===== config.mk =====
export PLATFORM = sky130hd
export DESIGN_NAME = noc_network_interface
export DESIGN_NICKNAME = d
export VERILOG_FILES = /design/src/rtl/noc_network_interface_pkg.sv /design/src/rtl/noc_ni_fifo.sv /design/src/rtl/noc_network_interface.sv
export SDC_FILE = /design/constraint.sdc
export NUM_CORES = 1
export LEC_CHECK = 0
export CAP_MARGIN = 15
export CORE_MARGIN = 3
export CORE_UTILIZATION = 52
export CTS_CLUSTER_SIZE = 25
export DETAILED_ROUTE_END_ITERATION = 10
export PLACE_DENSITY = 0.79
export RECOVER_POWER = 50
export SETUP_SLACK_MARGIN = 0.4
export SLEW_MARGIN = 20
export SYNTH_ARGS = -nofsm -noshare
export SYNTH_HDL_FRONTEND = slang
export SYNTH_SLANG_ARGS = --single-unit

===== constraint.sdc =====
create_clock -name clk -period 2.1 [get_ports clk]
set_input_delay 0.315 -clock clk [delete_from_list [all_inputs] [get_ports clk]]
set_output_delay 0.315 -clock clk [all_outputs]
set_load 0.05 [all_outputs]

===== src/rtl/noc_network_interface_pkg.sv =====
// Shared types and header layout for the NoC network interface.
// Holds default widths, header field offsets and the TX/RX state encodings.
package noc_network_interface_pkg;

  localparam int NI_DATA_WIDTH = 16;
  localparam int NI_TX_DEPTH   = 4;
  localparam int NI_NODE_W     = 5;

  localparam int DEST_LSB = 0;
  localparam int SRC_LSB  = NI_NODE_W;
  localparam int SEQ_LSB  = 2 * NI_NODE_W;

  typedef enum logic [1:0] {
    TX_IDLE = 2'd0,
    TX_HEAD = 2'd1,
    TX_BODY = 2'd2
  } tx_state_e;

  typedef enum logic [1:0] {
    RX_HEAD    = 2'd0,
    RX_BODY    = 2'd1,
    RX_DISCARD = 2'd2,
    RX_DELIVER = 2'd3
  } rx_state_e;

  function automatic int seq_width(int dw, int nw);
    return dw - 2 * nw;
  endfunction

endpackage


===== src/rtl/noc_ni_fifo.sv =====
// Synchronous FIFO: i_push/i_din write, i_pop/o_dout read (show-ahead),
// o_full/o_empty flags and o_level occupancy. DEPTH must be a power of two.
module noc_ni_fifo #(
  parameter int WIDTH = 8,
  parameter int DEPTH = 4
) (
  input  logic                     clk,
  input  logic                     rst_n,
  input  logic                     i_push,
  input  logic [WIDTH-1:0]         i_din,
  input  logic                     i_pop,
  output logic [WIDTH-1:0]         o_dout,
  output logic                     o_full,
  output logic                     o_empty,
  output logic [$clog2(DEPTH):0]   o_level
);

  localparam int AW = $clog2(DEPTH);
  localparam int LW = AW + 1;

  logic [WIDTH-1:0] r_mem [DEPTH];
  logic [AW-1:0]    r_wptr;
  logic [AW-1:0]    r_rptr;
  logic [LW-1:0]    r_level;
  logic             w_push;
  logic             w_pop;

  assign o_full  = (r_level == LW'(DEPTH));
  assign o_empty = (r_level == '0);
  assign o_level = r_level;
  assign o_dout  = r_mem[r_rptr];

  assign w_pop  = i_pop && !o_empty;
  // A pop frees the slot the push lands in, so full+pop may still push.
  assign w_push = i_push && (!o_full || w_pop);

  always_ff @(posedge clk) begin
    if (w_push) r_mem[r_wptr] <= i_din;
  end

  always_ff @(posedge clk or negedge rst_n) begin
    if (!rst_n) begin
      r_wptr  <= '0;
      r_rptr  <= '0;
      r_level <= '0;
    end else begin
      if (w_push) r_wptr <= r_wptr + AW'(1);
      if (w_pop)  r_rptr <= r_rptr + AW'(1);
      unique case ({w_push, w_pop})
        2'b10:   r_level <= r_level + LW'(1);
        2'b01:   r_level <= r_level - LW'(1);
        default: r_level <= r_level;
      endcase
    end
  end

endmodule


===== src/rtl/noc_network_interface.sv =====
// Per-PE NoC interface: queues PE messages and sends each as head+body
// flits; reassembles head+body flits from the router for the PE.
// Ports: pe_tx_* (PE inject), net_tx_* (to router), net_rx_* (from router),
// pe_rx_* (PE delivery), tx_level, sticky err_proto / err_misroute.
module noc_network_interface
  import noc_network_interface_pkg::*;
#(
  parameter int DATA_WIDTH = NI_DATA_WIDTH,
  parameter int TX_DEPTH   = NI_TX_DEPTH,
  parameter int NODE_W     = NI_NODE_W
) (
  input  logic                      clk,
  input  logic                      rst_n,
  input  logic [NODE_W-1:0]         node_id,
  input  logic [DATA_WIDTH-1:0]     pe_tx_data,
  input  logic [NODE_W-1:0]         pe_tx_dest,
  input  logic                      pe_tx_valid,
  output logic                      pe_tx_ready,
  output logic [DATA_WIDTH-1:0]     net_tx_data,
  output logic                      net_tx_head,
  output logic                      net_tx_valid,
  input  logic                      net_tx_ready,
  input  logic [DATA_WIDTH-1:0]     net_rx_data,
  input  logic                      net_rx_head,
  input  logic                      net_rx_valid,
  output logic                      net_rx_ready,
  output logic [DATA_WIDTH-1:0]     pe_rx_data,
  output logic [NODE_W-1:0]         pe_rx_src,
  output logic                      pe_rx_valid,
  input  logic                      pe_rx_ready,
  output logic [$clog2(TX_DEPTH):0] tx_level,
  output logic                      err_proto,
  output logic                      err_misroute
);

  localparam int LVL_W = $clog2(TX_DEPTH) + 1;
  localparam int SEQ_W = seq_width(DATA_WIDTH, NODE_W);
  localparam int FW    = NODE_W + DATA_WIDTH;

  tx_state_e r_tx_state, w_tx_next;
  rx_state_e r_rx_state, w_rx_next;

  logic [SEQ_W-1:0]      r_seq;
  logic [FW-1:0]         w_fifo_dout;
  logic                  w_full;
  logic                  w_empty;
  logic                  w_push;
  logic                  w_pop;
  logic [NODE_W-1:0]     w_dest;
  logic [DATA_WIDTH-1:0] w_payload;
  logic [DATA_WIDTH-1:0] w_hdr;

  logic [NODE_W-1:0]     r_rx_src;
  logic [DATA_WIDTH-1:0] r_rx_data;
  logic                  r_err_proto;
  logic                  r_err_mis;
  logic [NODE_W-1:0]     w_rx_dest;
  logic                  w_set_proto;
  logic                  w_set_mis;
  logic                  w_lat_src;
  logic                  w_lat_data;

  assign pe_tx_ready = !w_full;
  assign w_push      = pe_tx_valid && !w_full;
  assign w_dest      = w_fifo_dout[FW-1 -: NODE_W];
  assign w_payload   = w_fifo_dout[DATA_WIDTH-1:0];
  assign w_hdr       = {r_seq, node_id, w_dest};

  noc_ni_fifo #(
    .WIDTH (FW),
    .DEPTH (TX_DEPTH)
  ) u_txq (
    .clk     (clk),
    .rst_n   (rst_n),
    .i_push  (w_push),
    .i_din   ({pe_tx_dest, pe_tx_data}),
    .i_pop   (w_pop),
    .o_dout  (w_fifo_dout),
    .o_full  (w_full),
    .o_empty (w_empty),
    .o_level (tx_level)
  );

  // The same-cycle push counts as "pending" so an empty NI starts the
  // head right away and BODY->HEAD never inserts a bubble.
  always_comb begin
    w_tx_next    = r_tx_state;
    net_tx_valid = 1'b0;
    net_tx_head  = 1'b0;
    net_tx_data  = '0;
    w_pop        = 1'b0;
    unique case (r_tx_state)
      TX_IDLE: begin
        if (!w_empty || w_push) w_tx_next = TX_HEAD;
      end
      TX_HEAD: begin
        net_tx_valid = 1'b1;
        net_tx_head  = 1'b1;
        net_tx_data  = w_hdr;
        if (net_tx_ready) w_tx_next = TX_BODY;
      end
      TX_BODY: begin
        net_tx_valid = 1'b1;
        net_tx_data  = w_payload;
        if (net_tx_ready) begin
          w_pop = 1'b1;
          if (tx_level > LVL_W'(1) || w_push)
            w_tx_next = TX_HEAD;
          else
            w_tx_next = TX_IDLE;
        end
      end
      default: w_tx_next = TX_IDLE;
    endcase
  end

  always_ff @(posedge clk or negedge rst_n) begin
    if (!rst_n) begin
      r_tx_state <= TX_IDLE;
      r_seq      <= '0;
    end else begin
      r_tx_state <= w_tx_next;
      if (w_pop) r_seq <= r_seq + SEQ_W'(1);
    end
  end

  assign w_rx_dest = net_rx_data[NODE_W-1:0];

  // A head is handled identically in every accepting state; only its
  // arrival outside RX_HEAD is a sequencing error.
  always_comb begin
    w_rx_next    = r_rx_state;
    net_rx_ready = 1'b0;
    pe_rx_valid  = 1'b0;
    w_set_proto  = 1'b0;
    w_set_mis    = 1'b0;
    w_lat_src    = 1'b0;
    w_lat_data   = 1'b0;
    if (r_rx_state == RX_DELIVER) begin
      pe_rx_valid = 1'b1;
      if (pe_rx_ready) w_rx_next = RX_HEAD;
    end else begin
      net_rx_ready = 1'b1;
      if (net_rx_valid && net_rx_head) begin
        w_set_proto = (r_rx_state != RX_HEAD);
        if (w_rx_dest == node_id) begin
          w_lat_src = 1'b1;
          w_rx_next = RX_BODY;
        end else begin
          w_set_mis = 1'b1;
          w_rx_next = RX_DISCARD;
        end
      end else if (net_rx_valid) begin
        unique case (r_rx_state)
          RX_BODY: begin
            w_lat_data = 1'b1;
            w_rx_next  = RX_DELIVER;
          end
          RX_DISCARD: w_rx_next = RX_HEAD;
          default:    w_set_proto = 1'b1;
        endcase
      end
    end
  end

  always_ff @(posedge clk or negedge rst_n) begin
    if (!rst_n) begin
      r_rx_state  <= RX_HEAD;
      r_rx_src    <= '0;
      r_rx_data   <= '0;
      r_err_proto <= 1'b0;
      r_err_mis   <= 1'b0;
    end else begin
      r_rx_state <= w_rx_next;
      if (w_lat_src)
        r_rx_src <= net_rx_data[2*NODE_W-1:NODE_W];
      if (w_lat_data) r_rx_data <= net_rx_data;
      if (w_set_proto) r_err_proto <= 1'b1;
      if (w_set_mis) r_err_mis <= 1'b1;
    end
  end

  assign pe_rx_data   = r_rx_data;
  assign pe_rx_src    = r_rx_src;
  assign err_proto    = r_err_proto;
  assign err_misroute = r_err_mis;

endmodule


==> impl_results.md, run 1 <==
- Avg Synthesized Cell Area: 17.02 um^2
- Num CTS Buffers: 17
- Max-Cap Viols: 0
- Worst path cell trace: clkbuf_16, mux4_2, a22oi_2, nor2b_4, buf_6
- Top-count cell post-synth: edfxtp_1
- Register bit total from synthesis: 124
- Final Max Slew Viols: 0
- Fin. Hold Viols: 0
- Post-route DRC: 0
- Synth unique cells: 36
- ANT cells: 0
- Switch Pwr: around 0.0047 W
- Crit path capture type: output pin
- First-pass GRT wire length: around 19 mm
- CTS H-Tree Depth: 4
- Syn nets: 378
- Buffers on Ports: 95
- Clock skew: 0.007452 ns
- Fillcell total: ~560
- Area delta synth->final: 45.78%
- Die height: between 100 and 150 um
- CP startpoint kind: register
- Site Rows: 36
- Grt total ovfl: 0
- Crit path kind: register to output pin
- Failing checks: negative setup slack
- DIE AREA: 11390 um^2
- Cells after synthesis: 310
- EDFF count, synth: 84
- I/O pin count: 96
- Cell Pwr Density: 1620 nW/um^2
- Top cells by area, synth: edfxtp_1 (48%), dfrtp_1 (19%), mux4_2 (9.0%)
- Synth cell count leaders: edfxtp_1 (84), dfrtp_1 (40), mux4_2 (21), ha_1 (19), mux2_2 (18)
- Fin area: 7694 um^2
- Leakage: 2.952 nW
- Top layer in use: met5
- Ys flop type: edfxtp_1
- Die width: 106.7 um
- Worst setup margin: -0.3168 ns
- Largest net degree at the start of global routing: 35
- CTS sink cnt: 124
- Synth Cell Area: 5278 um^2
- Initial Util: 53.75%
- Drt total wl: approximately 12 mm
- Min Clock Period, post-route: roughly 2.4 ns
- Ys async rst share: 32.26%
- Placed Area: around 6700 um^2
- Number of DRC violations after detailed-routing iteration 0: approximately 160
- DR WL met3: between 700 and 800 um
- CTS tree: done
- CP peak stage delay: 0.51 ns
- PnR Total Power: 0.01246 W
- Worst R2R Start: r_tx_state[0]
- Final Setup Violations: 16
- Power share of the clock group: 22.1%
- Drt first pass iters: 4
- Reg clk slew, reported paths: about 0.06 ns
- Worst VDD drop: approximately 0.00078 V
- Final setup TNS: -4.511 ns
- Yosys top cell by area: edfxtp_1
- Clock Root Buffer: clkbuf_8
- Worst Tran Pin Value: around 0.85 ns
- Worst skew pair latency: 0.51 ns
- Unrepaired setup endpoints after global routing: true
- Flop pwr share: 29.5%
- Vias in the first global route: between 3000 and 4000
- Combinational Power Share: between 40% and 50%
- Initial antenna violation count: 1
- Hold path start: net_rx_data[10]
- Synth warn: 0
- Hold Path Class: input port to register
- Sequential area share after synthesis: 66.76%
- FMAX: 0.4138 GHz
- Outcome: complete, but fails checks
- Routed vias: 3227
- Synth top area share: 47.80%
- Fin crit share: 115.1%
- Layout cells sized above 1: 46.02%
- Final nets: 521
- WP data arrival: 2.10 ns
- Switching share of power: between 30% and 40%
- Gpl congestion: 0.7622
- Core box area: 9819 um^2
- Internal Power: around 0.0077 W
- Met2 WL: just over 6 mm
- Critical path's slowest cell: mux4_2
- Clk buf depth: 2
- Max-slew headroom: 43.01%
- Routed Antenna Nets: 0
- Avg WL per Cell: 19.97 um
- Worst Setup SP: u_txq.r_rptr[0]
- Via density: 5.396
- GRT Util Overall: roughly 22%
- Crit Path Max Fanout: 7
- Placed wire-length estimate: between 6 and 7 mm
- Final Util: 78.35%
- WL met1: ~4.9 mm
- WP data required: 1.78 ns
per-stage QoR:
stage | std cells | hold WS, ns | setup slack (ns)
floorplan | 310 | 0.01941 | 0.3249
global placement | 540 | 0.4266 | -0.01321
detailed placement | 540 | 0.4238 | -0.02272
CTS | 594 | 0.3989 | -0.3825
global route | 598 | 0.4098 | -0.3966
finish | 598 | 0.4226 | -0.3168
cell type report:
type	count	area, um^2	area share (%)
flip-flops and latches	124	3531	45.89
well taps	133	166.4	2.163
multi-input cells	162	2047	26.61
repair buffers	137	1341	17.43
clock inverters	13	143.9	1.870
inverters	11	46.29	0.6017
clock buffers	18	417.9	5.432
layout by cell type, fill, tap and decap left out, types with 14 or more instances in the layout:
master,n
edfxtp_1,84
dfrtp_1,34
buf_4,30
clkdlybuf4s50_1,25
dlygate4sd3_1,23
mux2_4,22
mux4_2,21
clkbuf_16,18
buf_6,18
nor2b_4,17
a22oi_2,16
xnor2_1,14
ha_1,14
power groups by stage:
stage | Combinational [W] | Sequential [W] | Clock, W
global route | 0.00638 | 0.00374 | 0.00289
CTS | 0.00600 | 0.00366 | 0.00278
finish | 0.00604 | 0.00367 | 0.00275
detailed placement | 0.00541 | 0.00370 | 0
floorplan | 0.00328 | 0.00435 | 0
global placement | 0.00535 | 0.00366 | 0
cell families after synthesis:
group	synth area share, %
buffers and inverters	2.205
and+or+nand+nor	5.382
DFF	66.76
adders and majority gates	4.505
xor gates and xnor gates	2.655
muxes	14.60
AOI/OAI and AO/OA	3.888
state kept, by name, indices dropped and copies added (netlist names):
register,count
err_misroute,1
err_proto,1
pe_rx_data,16
pe_rx_src,5
r_rx_state,2
r_seq,6
r_tx_state,2
u_txq.o_level,3
u_txq.r_mem,84
u_txq.r_rptr,2
u_txq.r_wptr,2
metal layers:
layer / GRT usage [%] / up-vias
met2: 36.65 / 118
met5: 0 / -
met3: 6.623 / 15
met4: 9.041 / 2
met1: 27.35 / 1634
li1: - / 1458
what timing repair did:
item | CTS | global route
cloned | 2 | 1
hold buffers | 1 | 0
hold endpoints to repair | 33 | 0
setup endpoints to repair | 74 | 54
pin swaps | 17 | 12
buffers inserted | 20 | 3
resized for setup | 108 | 46
path summary, 6_finish.rpt:
path                                     to  cells past startpoint  slack, ns
min                          pe_rx_data[10]                      2       0.42
max reg2reg                u_txq.o_level[2]                     10       0.25
min reg2reg                       err_proto                      1       0.47
max in group asynchronous     pe_rx_data[0]                      3       0.84
min in group asynchronous    pe_rx_data[15]                      2       0.44
max                          net_tx_data[4]                      5      -0.32
critical path: cells and delay by family, from the launching register on:
kind,cells,cell delay [ns]
buf+inv,2,0.35
flops,1,0.45
mux,1,0.51
simple gates,1,0.07
compound gates,1,0.22
Power figures use the tool's default switching activity.
==> inputs of run 2 (changes only) <==
--- a/config.mk
+++ b/config.mk
@@ -5,9 +5,11 @@
 export SDC_FILE = /design/constraint.sdc
 export NUM_CORES = 1
 export LEC_CHECK = 0
+export ABC_AREA = 1
 export CAP_MARGIN = 15
 export CORE_MARGIN = 3
 export CORE_UTILIZATION = 52
+export CTS_CLUSTER_DIAMETER = 200
 export CTS_CLUSTER_SIZE = 25
 export DETAILED_ROUTE_END_ITERATION = 10
 export PLACE_DENSITY = 0.79
==> impl_results.md, run 2 <==
- Outcome: complete, but fails checks (unchanged)
- Failing checks: negative setup slack (unchanged)
- Initial antenna violation count: 0 (was 1)
- Routed Antenna Nets: 0 (unchanged)
- FMAX: 0.4207 GHz (was 0.4138 GHz)
- Hold Path Class: input port to register (unchanged)
- Site Rows: 36 (unchanged)
- Worst VDD drop: 0.001025 V (was 0.0007798 V)
- CTS sink cnt: 124 (unchanged)
- Avg WL per Cell: 20.42 um (was 19.97 um)
- CP startpoint kind: register (unchanged)
- Cells after synthesis: 480 (was 310)
- Pre-CTS setup slack: 0.2078 ns (was -0.02272 ns)
- Fin. Hold Viols: 0 (unchanged)
- Ys flop type: edfxtp_1 (unchanged)
- DIE AREA: 11740 um^2 (was 11390 um^2)
- Buffers on Ports: 95 (unchanged)
- First-pass GRT wire length: 21.21 mm (was 18.62 mm)
- GRT Util Overall: 24.32% (was 22.13%)
- Number of DRC violations after detailed-routing iteration 0: 434 (was 162)
- Gpl congestion: 0.7986 (was 0.7622)
- Top-count cell post-synth: edfxtp_1 (unchanged)
- Synth Cell Area: 5449 um^2 (was 5278 um^2)
- CTS tree: done (unchanged)
- Placed wire-length estimate: 8.259 mm (was 6.822 mm)
- Synth top area share: 46.29% (was 47.80%)
- CP peak stage delay: 0.43 ns (was 0.51 ns)
- Final Setup Violations: 17 (was 16)
- Fillcell total: 492 (was 561)
- Register bit total from synthesis: 124 (unchanged)
- Via density: 5.583 (was 5.396)
- Post-route DRC: 0 (unchanged)
- Most frequent cells in the layout: edfxtp_1 (84), nand2_1 (64), nor2_1 (58), dfrtp_1 (35) (was edfxtp_1 (84), dfrtp_1 (34), buf_4 (30), clkdlybuf4s50_1 (25), dlygate4sd3_1 (23))
- Layout cells sized above 1: 35.12% (was 46.02%)
- Cell Pwr Density: 1743 nW/um^2 (was 1620 nW/um^2)
- Worst path cell trace: buf_4, nor2_1, nor2_1, o21ai_0, o21ai_0, nand2_1, a21oi_4, buf_6 (was clkbuf_16, mux4_2, a22oi_2, nor2b_4, buf_6)
- Fin crit share: 113.2% (was 115.1%)
- Crit path capture type: output pin (unchanged)
- Leakage: 3.245 nW (was 2.952 nW)
- Syn nets: 548 (was 378)
- CTS H-Tree Depth: 4 (unchanged)
- ANT cells: 0 (unchanged)
- Top reg by flops: u_txq.r_mem (unchanged)
- Max reg flops: 84 (unchanged)
- Worst skew pair latency: 0.52 ns (was 0.51 ns)
- Worst setup margin: -0.2770 ns (was -0.3168 ns)
- Synth unique cells: 33 (was 36)
- Final Max Slew Viols: 0 (unchanged)
- Grt total ovfl: 0 (unchanged)
- EDFF count, synth: 84 (unchanged)
- Ys async rst share: 32.26% (unchanged)
- Critical path's slowest cell: dfrtp_2 (was mux4_2)
- Unrepaired setup endpoints after global routing: true (unchanged)
- Drt first pass iters: 6 (was 4)
- Synth warn: 0 (unchanged)
- Die width: 108.4 um (was 106.7 um)
- Routed vias: 4383 (was 3227)
- Max-Cap Viols: 0 (unchanged)
- Max-slew headroom: 24.95% (was 43.01%)
- Num CTS Buffers: 17 (unchanged)
- Hold Crit Depth: 3 (was 2)
- WP data required: 1.78 ns (about the same)
- I/O pin count: 96 (unchanged)
- Drt total wl: 16.03 mm (was 11.94 mm)
- Largest net degree at the start of global routing: 26 (was 35)
- Most common cell after layout, fill and taps aside: edfxtp_1 (unchanged)
- Clk buf depth: 2 (unchanged)
- FF-to-FF path depth: 12 (was 10)
- Clock skew: 0.006784 ns (was 0.007452 ns)
- Core box area: 10000 um^2 (was 9819 um^2)
- Crit Path Max Fanout: 11 (was 7)
- Synth cell count leaders: edfxtp_1 (84), nor2_1 (78), nand2_1 (70), o21ai_0 (68), dfrtp_1 (40) (was edfxtp_1 (84), dfrtp_1 (40), mux4_2 (21), ha_1 (19), mux2_2 (18))
- Yosys top cell by area: edfxtp_1 (unchanged)
- Die height: 108.4 um (was 106.7 um)
- WP data arrival: 2.06 ns (was 2.10 ns)
- Final nets: 707 (was 521)
- Avg Synthesized Cell Area: 11.35 um^2 (was 17.02 um^2)
- Sequential area share after synthesis: 64.66% (was 66.76%)
- Reg clk slew, reported paths: 0.06 ns (about the same)
- Crit path kind: register to output pin (unchanged)
- Min Clock Period, post-route: 2.377 ns (was 2.417 ns)
- Clock Root Buffer: clkbuf_8 (unchanged)
- Top cells by area, synth: edfxtp_1 (46%), dfrtp_1 (18%), o21ai_0 (6.2%) (was edfxtp_1 (48%), dfrtp_1 (19%), mux4_2 (9.0%))
- Initial Util: 54.49% (was 53.75%)
- Area delta synth->final: 51.53% (was 45.78%)
- Final setup TNS: -3.616 ns (was -4.511 ns)
- Vias in the first global route: 4222 (was 3414)
- Worst Tran Pin Value: 1.126 ns (was 0.8548 ns)
[run 2: changes by cell type in the layout (fill, tap and decap cells not counted), moves of 10 or more]
cell	previous run	this run
o21ai_0	3	33
inv_1	5	20
mux4_2	21	0
mux2_4	22	6
nor2_4	0	12
a22oi_2	16	1
nor2_1	5	58
nand2_1	11	64
a21oi_4	1	13
nor2b_4	17	0
o21ai_1	2	30
nor2_2	0	10
[run 2: where the power goes]
group	switching, W	internal, W
registers	0.000386	0.00331
logic	0.00465	0.00307
clock network	0.00101	0.00196
[run 2: final timing paths]
| kind | startpoint | end | slack [ns] |
|---|---|---|---|
| worst min register to register | err_proto | err_proto | 0.47 |
| worst max-delay path | u_txq.r_rptr[0] | net_tx_data[6] | -0.28 |
| worst max register to register | r_tx_state[1] | u_txq.o_level[2] | -0.10 |
| worst min-delay path | net_rx_data[3] | pe_rx_data[3] | 0.42 |
| min in group asynchronous | rst_n | pe_rx_data[15] | 0.53 |
| max in group asynchronous | rst_n | r_rx_state[0] | 0.46 |
[run 2: stage by stage]
stage          power (W)  util [%]  cell area, um^2  hold slack (ns)  std cells
2_1_floorplan   0.007838         -             5771          0.01941        480
3_3_place_gp    0.009256     68.64             6864           0.2953        704
3_5_place_dp    0.009423     68.64             6864           0.3160        704
4_1_cts          0.01297     77.72             7771           0.2964        752
5_1_grt          0.01500     82.57             8257           0.3792        785
6_report         0.01439     82.57             8257           0.4160        785
[run 2: cell families (layout without fill, tap and decap cells)]
kind of cell	after synthesis	in the layout	share of synthesized area, %
fa+ha+maj	19	19	4.363
flops	124	124	64.66
buf+inv	50	221	4.271
simple gates	165	166	12.42
xor+xnor	13	13	2.090
compound gates	95	95	8.887
mux	14	14	3.307
[run 2: what timing repair did]
| item | CTS | global route |
|---|---|---|
| hold buffers | 1 | 0 |
| setup endpoints to repair | 49 | 51 |
| endpoints found under the hold margin | 19 | 0 |
| resized for setup | 119 | 112 |
| pin swaps | 5 | 52 |
| cloned | 0 | 6 |
| setup buffers | 15 | 27 |
[run 2: routing by layer]
layer / track usage, % / part of all wire [%] / up-vias
li1: - / - / 1961
met1: 27.33 / 36 / 2111
met2: 43.78 / 53 / 264
met3: 7.463 / 8.5 / 47
met4: 8.386 / 2.7 / 0
met5: 0 / 0 / -
[run 2: layout make-up]
type / instances / area [um^2] / share of cell area (%)
clock buffers: 25 / 454.2 / 5.501
clock inverters: 7 / 138.9 / 1.682
inverters: 30 / 140.1 / 1.697
multi-input cells: 307 / 2133 / 25.84
flip-flops and latches: 124 / 3530 / 42.75
well taps: 133 / 166.4 / 2.015
repair buffers: 158 / 1685 / 20.41
repair inverters: 1 / 8.758 / 0.1061
[run 2: critical path: cells and delay by family (launching register included)]
| family | cells | cell delay [ns] |
|---|---|---|
| flip-flops | 1 | 0.43 |
| AO/OA/AOI/OAI | 3 | 0.40 |
| buffers and inverters | 2 | 0.38 |
| AND/OR/NAND/NOR | 3 | 0.32 |
